### src/rtl/conv2d_stream.sv
`default_nettype none
// +----------------------------------------------------------------------------+
// | conv2d_stream: streaming KxK signed convolution, 2-cycle result latency.   |
// | Optional CONV_RELU_EN clamps negative results to 0.       Revision: 1.0    |
// +----------------------------------------------------------------------------+
module conv2d_stream #(
  parameter int DATA_W = 8,
  parameter int COEF_W = 8,
  parameter int IMG_W  = 8,
  parameter int IMG_H  = 8,
  parameter int K      = 3,
  parameter int OUT_W  = 16,
  localparam int AW    = (K > 1) ? $clog2(K * K) : 1
) (
  input  logic                    clk,
  input  logic                    rst_n,
  input  logic                    coef_wr,
  input  logic [AW-1:0]           coef_addr,
  input  logic [COEF_W-1:0]       coef_din,
  input  logic                    in_st,
  input  logic                    in_valid,
  input  logic [DATA_W-1:0]       din,
  output logic signed [OUT_W-1:0] dout,
  output logic                    out_valid,
  output logic                    out_last,
  output logic                    busy
);

  localparam int NC      = K * K;
  localparam int XW      = (IMG_W > 1) ? $clog2(IMG_W) : 1;
  localparam int YW      = (IMG_H > 1) ? $clog2(IMG_H) : 1;
  localparam int PROD_W  = DATA_W + 1 + COEF_W;
  localparam int SUM_W   = PROD_W + $clog2(NC);
  localparam int ACC_W   = (SUM_W > OUT_W) ? SUM_W : OUT_W + 1;
  localparam int LB_ROWS = (K > 1) ? K - 1 : 1;

  localparam logic signed [ACC_W-1:0] SAT_MAX = {{(ACC_W-OUT_W+1){1'b0}}, {(OUT_W-1){1'b1}}};
  localparam logic signed [ACC_W-1:0] SAT_MIN = {{(ACC_W-OUT_W+1){1'b1}}, {(OUT_W-1){1'b0}}};

`ifdef CONV_RELU_EN
  localparam bit RELU_EN = 1'b1;
`else
  localparam bit RELU_EN = 1'b0;
`endif

  typedef enum logic [1:0] {
    S_IDLE  = 2'd0,
    S_RUN   = 2'd1,
    S_FLUSH = 2'd2
  } state_t;

  state_t                    state_q, state_d;
  logic [XW-1:0]             x_q, x_d;
  logic [YW-1:0]             y_q, y_d;
  logic                      flush_q, flush_d;
  logic signed [COEF_W-1:0]  coef_q [NC];
  logic signed [COEF_W-1:0]  coef_d [NC];
  logic                      accept;

  logic [DATA_W-1:0]         lb_mem [LB_ROWS][IMG_W];
  logic [DATA_W-1:0]         col    [K];
  logic [DATA_W-1:0]         win_q  [K][K];
  logic [DATA_W-1:0]         win_d  [K][K];
  logic                      v0_q, v0_d, l0_q, l0_d;
  logic                      v1_q, l1_q;
  logic signed [PROD_W-1:0]  prod_q [NC];
  logic signed [PROD_W-1:0]  prod_d [NC];
  logic signed [ACC_W-1:0]   acc;
  logic signed [OUT_W-1:0]   dout_q, dout_d;
  logic                      out_valid_q, out_last_q;

  assign accept = (state_q == S_RUN) && in_valid;

  // Frame sequencing, raster counters and the frozen-while-busy kernel.
  always_comb begin
    state_d = state_q;
    x_d     = x_q;
    y_d     = y_q;
    flush_d = flush_q;
    v0_d    = 1'b0;
    l0_d    = 1'b0;
    for (int i = 0; i < NC; i++) coef_d[i] = coef_q[i];
    case (state_q)
      S_IDLE: begin
        if (coef_wr && (coef_addr < AW'(NC))) coef_d[coef_addr] = coef_din;
        if (in_st) begin
          state_d = S_RUN;
          x_d     = '0;
          y_d     = '0;
        end
      end
      S_RUN: begin
        if (in_valid) begin
          v0_d = (y_q >= YW'(K - 1)) && (x_q >= XW'(K - 1));
          l0_d = (y_q == YW'(IMG_H - 1)) && (x_q == XW'(IMG_W - 1));
          if (x_q == XW'(IMG_W - 1)) begin
            x_d = '0;
            if (y_q == YW'(IMG_H - 1)) begin
              y_d     = '0;
              state_d = S_FLUSH;
              flush_d = 1'b0;
            end else begin
              y_d = y_q + YW'(1);
            end
          end else begin
            x_d = x_q + XW'(1);
          end
        end
      end
      S_FLUSH: begin
        if (flush_q) state_d = S_IDLE;
        else         flush_d = 1'b1;
      end
      default: state_d = S_IDLE;
    endcase
  end

  // col[0] is the oldest row of the current column, col[K-1] the incoming pixel.
  always_comb begin
    for (int r = 0; r < K - 1; r++) col[r] = lb_mem[r][x_q];
    col[K-1] = din;
  end

  always_comb begin
    for (int r = 0; r < K; r++)
      for (int c = 0; c < K; c++) win_d[r][c] = win_q[r][c];
    if (accept) begin
      for (int r = 0; r < K; r++) begin
        for (int c = 0; c < K - 1; c++) win_d[r][c] = win_q[r][c+1];
        win_d[r][K-1] = col[r];
      end
    end
  end

  // Pixels are zero-extended to a signed operand before multiplying.
  always_comb begin
    for (int r = 0; r < K; r++)
      for (int c = 0; c < K; c++)
        prod_d[r*K+c] = PROD_W'($signed({1'b0, win_q[r][c]})) * PROD_W'(coef_q[r*K+c]);
  end

  always_comb begin
    acc = '0;
    for (int i = 0; i < NC; i++) acc = acc + ACC_W'(prod_q[i]);
    dout_d = dout_q;
    if (v1_q) begin
      if (acc > SAT_MAX)      dout_d = {1'b0, {(OUT_W-1){1'b1}}};
      else if (acc < SAT_MIN) dout_d = {1'b1, {(OUT_W-1){1'b0}}};
      else                    dout_d = acc[OUT_W-1:0];
      if (RELU_EN && dout_d[OUT_W-1]) dout_d = '0;
    end
  end

  always_ff @(posedge clk or negedge rst_n) begin
    if (!rst_n) begin
      state_q     <= S_IDLE;
      x_q         <= '0;
      y_q         <= '0;
      flush_q     <= 1'b0;
      for (int i = 0; i < NC; i++) coef_q[i] <= '0;
      v0_q        <= 1'b0;
      l0_q        <= 1'b0;
      v1_q        <= 1'b0;
      l1_q        <= 1'b0;
      dout_q      <= '0;
      out_valid_q <= 1'b0;
      out_last_q  <= 1'b0;
    end else begin
      state_q     <= state_d;
      x_q         <= x_d;
      y_q         <= y_d;
      flush_q     <= flush_d;
      for (int i = 0; i < NC; i++) coef_q[i] <= coef_d[i];
      v0_q        <= v0_d;
      l0_q        <= l0_d;
      v1_q        <= v0_q;
      l1_q        <= l0_q;
      dout_q      <= dout_d;
      out_valid_q <= v1_q;
      out_last_q  <= l1_q;
    end
  end

  // Datapath storage needs no reset: nothing reaches dout until K-1 rows are loaded.
  always_ff @(posedge clk) begin
    for (int r = 0; r < K; r++)
      for (int c = 0; c < K; c++) win_q[r][c] <= win_d[r][c];
    for (int i = 0; i < NC; i++) prod_q[i] <= prod_d[i];
    if (accept)
      for (int r = 0; r < K - 1; r++) lb_mem[r][x_q] <= col[r+1];
  end

  assign dout      = dout_q;
  assign out_valid = out_valid_q;
  assign out_last  = out_last_q;
  assign busy      = (state_q != S_IDLE);

endmodule
`default_nettype wire

### config.mk
export PLATFORM = sky130hd
export DESIGN_NAME = conv2d_stream
export DESIGN_NICKNAME = d
export VERILOG_FILES = /design/src/rtl/conv2d_stream.sv
export SDC_FILE = /design/constraint.sdc
export NUM_CORES = 2
export LEC_CHECK = 0
export ABC_AREA = 1
export CORE_MARGIN = 4
export CORE_UTILIZATION = 42
export DETAILED_ROUTE_END_ITERATION = 8
export HOLD_SLACK_MARGIN = 0.05
export SLEW_MARGIN = 10
export SYNTH_ARGS = -nofsm -noshare
export SYNTH_HDL_FRONTEND = slang
export SYNTH_SLANG_ARGS = --single-unit
### constraint.sdc
create_clock -name clk -period 5.6 [get_ports clk]
set_input_delay 0.84 -clock clk [delete_from_list [all_inputs] [get_ports clk]]
set_output_delay 0.84 -clock clk [all_outputs]
set_load 0.1 [all_outputs]
-- Word-level counts from Yosys, hierarchy flattened
Memories as Yosys holds them, arrays and structs flattened.
Cells that the tools add are included.
W data, S select, Z words.
- word-level logic and storage cells: 115
- register bits: 103
- bits in writable memories: 353
- ROM bits: 0
- memories kept: 3
- output and inout port bits: 19
- bits in latches: 0
- shifts and indexed selects: 0
- equality and inequality tests: 9
- reductions and logical operators: 15
- add/subtract/negate cells: 10
- $mul: 9
- bitwise gates (word level): 2
- mux-type cells: 38
- div/mod/pow operators: 0
- $lt $le $gt $ge: 9
- memory list (name ; depth ; width ; rd ports ; clocked after memory_dff ; write ports ; RTL line ; RTL):
    prod_q ; 9 ; 17 ; 9 ; 0 ; 9 ; 66 ; logic signed [PROD_W-1:0] prod_q [NC];
    lb_mem ; 2 ; 64 ; 2 ; 0 ; 2 ; 60 ; logic [DATA_W-1:0] lb_mem [LB_ROWS][IMG_W];
    win_q ; 3 ; 24 ; 3 ; 0 ; 3 ; 62 ; logic [DATA_W-1:0] win_q [K][K];
- operators with widths (cell ; number):
    $mul A9 B8 Y17 ; 9
    $add A21 B17 Y21 ; 4
    $bwmux W72 ; 1
    $mux W72 ; 1
    $mux W64 ; 1
    $bmux W8 S3 ; 2
    $mux W8 ; 6
    $demux W8 S4 ; 1
    $mux W16 ; 2
    $demux W8 S3 ; 1
    $add A20 B17 Y21 ; 1
    $gt A21 B16 Y1 const B ; 1
    $lt A21 B16 Y1 const B ; 1
    $add A19 B17 Y20 ; 1
    $add A18 B17 Y19 ; 1
    $add A17 B17 Y18 ; 1
    $mux W3 ; 6
    $pmux W3 S2 ; 2
    $mux W2 ; 5
    $mux W1 ; 8
    $reduce_and A4 Y1 ; 2
    $add A3 B1 Y3 const B ; 2
    $eq A3 B3 Y1 const B ; 2
    $ge A3 B2 Y1 const B ; 2
    other kinds (19) ; 29

-- Depth between registers and ports, before layout
- depth in word-level cells: 11
- gate-level depth with buffers: 24
- gate-level depth less buffers: 23

-- Worst setup path after synthesis
Ideal clock, no wire load.
- path type: reg-to-reg
- start: mem win_q[1][8] (netlist bit)
- end: mem prod_q[0][82] (netlist bit)
- cell stages (with the launch flop): 19
- slack: 1.229 ns
- path buffers: 1
- setup time: 0.121 ns
- clock period less this slack: 4.371 ns
- arrival time: 4.250 ns
- cells stage by stage: edfxtp_1 clkbuf_1 or2_2 fa_1 fa_1 inv_1 fa_1 inv_1 fa_1 inv_1 ha_1 nand2_1 o21ai_0 a21boi_0 o21ai_0 a21oi_1 nor2_1 nor2_1 xor2_1
- RTL lines (item ; RTL line):
    from (decl) ; 62
    to (decl) ; 66

==> metrics.yaml <==
totalWireLength_um: 91400
floorplan.core_area_um2: 90300
ys_seq_area_frac: 0.303
drive_above_1_share: 0.0510
cts_setup_buffers: 0
vias: 25600
cts_root_buffer: "clkbuf_16"
detail_route.vias_per_cell: 4.79
globalRouteTotalUtil: 0.197
synthesis.nets: 5080
layout.area.seq_um2: 11600
syn-instance-count: 4186
yosysTopAreaCellShare: 0.237
outcome: "complete, no violations"
cts_sinks: 456
critPathKind: "reg -> reg"
worst_slew_pin_slew_ns: 1.15
drv_slew: 0
fin_setup_tns_ns: 0
mostFrequentLayoutCell: "inv_1"
detail_route.drc_violations: 0
iteration_0_drc_markers: 1733
wire_length_of_the_first_global_routing_pass_um: 148000
yosys_register_bits: 456
initial_utilization: 0.425
path_max_fanout: 9
final_cell_mix: "inv_1, nand2_1, fa_1, ha_1, nor2_1"
final_min_period_over_clock_period: 0.861
max_cap_violations: 0
ys_async_sr_fraction: 0.226
postCtsHoldBufs: 0
worst_clock_skew_ns: 0.0527
grtUsageMet2: 0.325
synth-edff-count: 200
report.final.hold_viol_count: 0
critPathLaunchType: "flip-flop"
period_minus_slack_ns: 4.82
io_buffers: 43
post_synth.cell_area_avg_um2: 9.17
synth_cell_type_count: 45
mappedNetlistArea_um2: 38400
floorplan.die.width_um: 310
grt_start_max_net_pins: 67
synthesis.yosys.warnings: 0
dp.final_hpwl_um: 70900
synth.top_cells.by_area: "fa_1, edfxtp_1, ha_1"
grt_setup_unrepaired: "no"
grt_pass1_vias: 26500
dr.pass1.iters: 5
grt_remaining_overflow: 0
cts-resized-gates: 0
grt_antenna_before_repair: 6
fillerInstances: 8613
critical_path_arrival_ns: 5.36
die_h_um: 310
timing.hold.worst.class: "in -> async"
gp_congestion: 0.900
clock_tree.buffer_depth: 3
setup_failing_eps_final: 0
post_drt_wl_per_cell_um: 17.1
insertion_delay_of_the_later_clocked_pin_in_the_worst_skew_pair_ns: 0.64
busiest_layer: "met2"
syn2layout_area_growth_pct: 8.32
postRouteAntennaNets: 0
design.portCount: 44
cts_inserted_buffers: 51
dominantRegCellSynth: "edfxtp_1"
fmaxAchievable_mhz: 207
post_synth_top_area_cell: "fa_1"
final_net_count: 5026
slew_headroom: 0.232
htreeDepth: 2
rows: 110
clock_tree_from_tritoncts: "yes"
multi_input_area_um2: 22100
required_ns: 6.14
grt_use_met3: 0.0241
critPathCaptureType: "flip-flop"
clk_transition_reported_paths_ns: 0.06
use_met1: 0.280
design.die.area_um2: 96300
-- sequential cells by signal (all words and copies together) (netlist names), 2 cells and up --
name	cells
dout	16
prod_q	153
state_q	2
x_q	3
y_q	3
lb_mem	128
coef_q	72
win_q	72
-- worst max-delay path, cell delays in order, from the launching register on --
cell and delay [ns]:
edfxtp_1 0.58, or2_2 0.38, fa_1 0.46, fa_1 0.49
inv_1 0.05, fa_1 0.47, inv_1 0.05, fa_1 0.47
inv_1 0.04, ha_1 0.38, nand2_1 0.07, o21ai_0 0.29
a21oi_1 0.18, o21ai_0 0.31, a21oi_1 0.11, o21bai_1 0.16
xor2_1 0.23
-- stage by stage --
stage               instances  cell area [um^2]  hold slack [ns]   util  worst slack, ns
floorplan                4186             38400            0.331      -             1.23
global placement         5255             39700            0.336  0.440            0.827
detailed placement       5255             39700            0.337  0.440            0.764
CTS                      5351             41600            0.305  0.460            0.748
global route             5351             41600            0.337  0.460            0.509
finish                   5352             41600            0.301  0.460            0.778
-- worst paths after layout --
check                                            from                     end  slack [ns]  depth (start not counted)
worst max-delay path            win_q[2][8]$_DFFE_PP_  prod_q[0][135]$_DFF_P_        0.78                         16
worst min-delay path                            rst_n    dout[13]$_DFFE_PN0P_        0.30                          1
worst max register to register  win_q[2][8]$_DFFE_PP_  prod_q[0][135]$_DFF_P_        0.78                         16
worst min register to register         l0_q$_DFF_PN0_          l1_q$_DFF_PN0_        0.36                          0
max in group asynchronous                       rst_n      x_q[0]$_DFFE_PN0P_        4.20                          2
min in group clk                       l0_q$_DFF_PN0_          l1_q$_DFF_PN0_        0.36                          0
-- metal layers --
metal	vias up	routed length, um
li1	12500	-
met1	12500	42200
met2	498	42900
met3	90	4570
met4	0	1790
met5	-	0
-- Yosys cell counts, types with 2 or more instances --
master,n
a21o_1,5
a21oi_1,120
a21oi_2,11
a31oi_1,8
and2_1,2
and3_1,2
buf_8,2
clkbuf_1,164
clkinv_1,4
dfrtp_1,103
dfxtp_1,153
edfxtp_1,200
fa_1,455
ha_1,414
inv_1,1038
inv_2,6
nand2_1,763
nand2_2,26
nand3_1,34
nand3_2,3
nand3b_1,3
nand4_1,13
nor2_1,223
nor2_2,5
nor2_4,2
nor3_1,13
o2111ai_1,23
o21ai_0,194
o21bai_1,8
o221ai_1,6
o22ai_1,2
o31ai_1,4
or2_2,50
xnor2_1,35
xor2_1,82
-- cell type report --
| class | instances | area share |
|---|---|---|
| sequential | 456 | 0.280 |
| clock inverter | 27 | 0.00834 |
| antenna | 1 | 0.0000602 |
| timing repair buffer | 59 | 0.0132 |
| clock buffer | 69 | 0.0353 |
| tap | 1176 | 0.0354 |
| multi-input combinational | 2516 | 0.533 |
| inverter | 1048 | 0.0946 |
-- logic make-up after synthesis --
| kind of cell | Yosys count | share of synthesized area |
|---|---|---|
| xor+xnor | 117 | 0.0267 |
| buf+inv | 1214 | 0.119 |
| simple gates | 1144 | 0.122 |
| compound gates | 386 | 0.0564 |
| fa+ha+maj | 869 | 0.372 |
| flops | 456 | 0.303 |
Power is left out: the tool's default activity adds up to more than one toggle a clock period on the data nets, which glitch-free logic cannot reach.
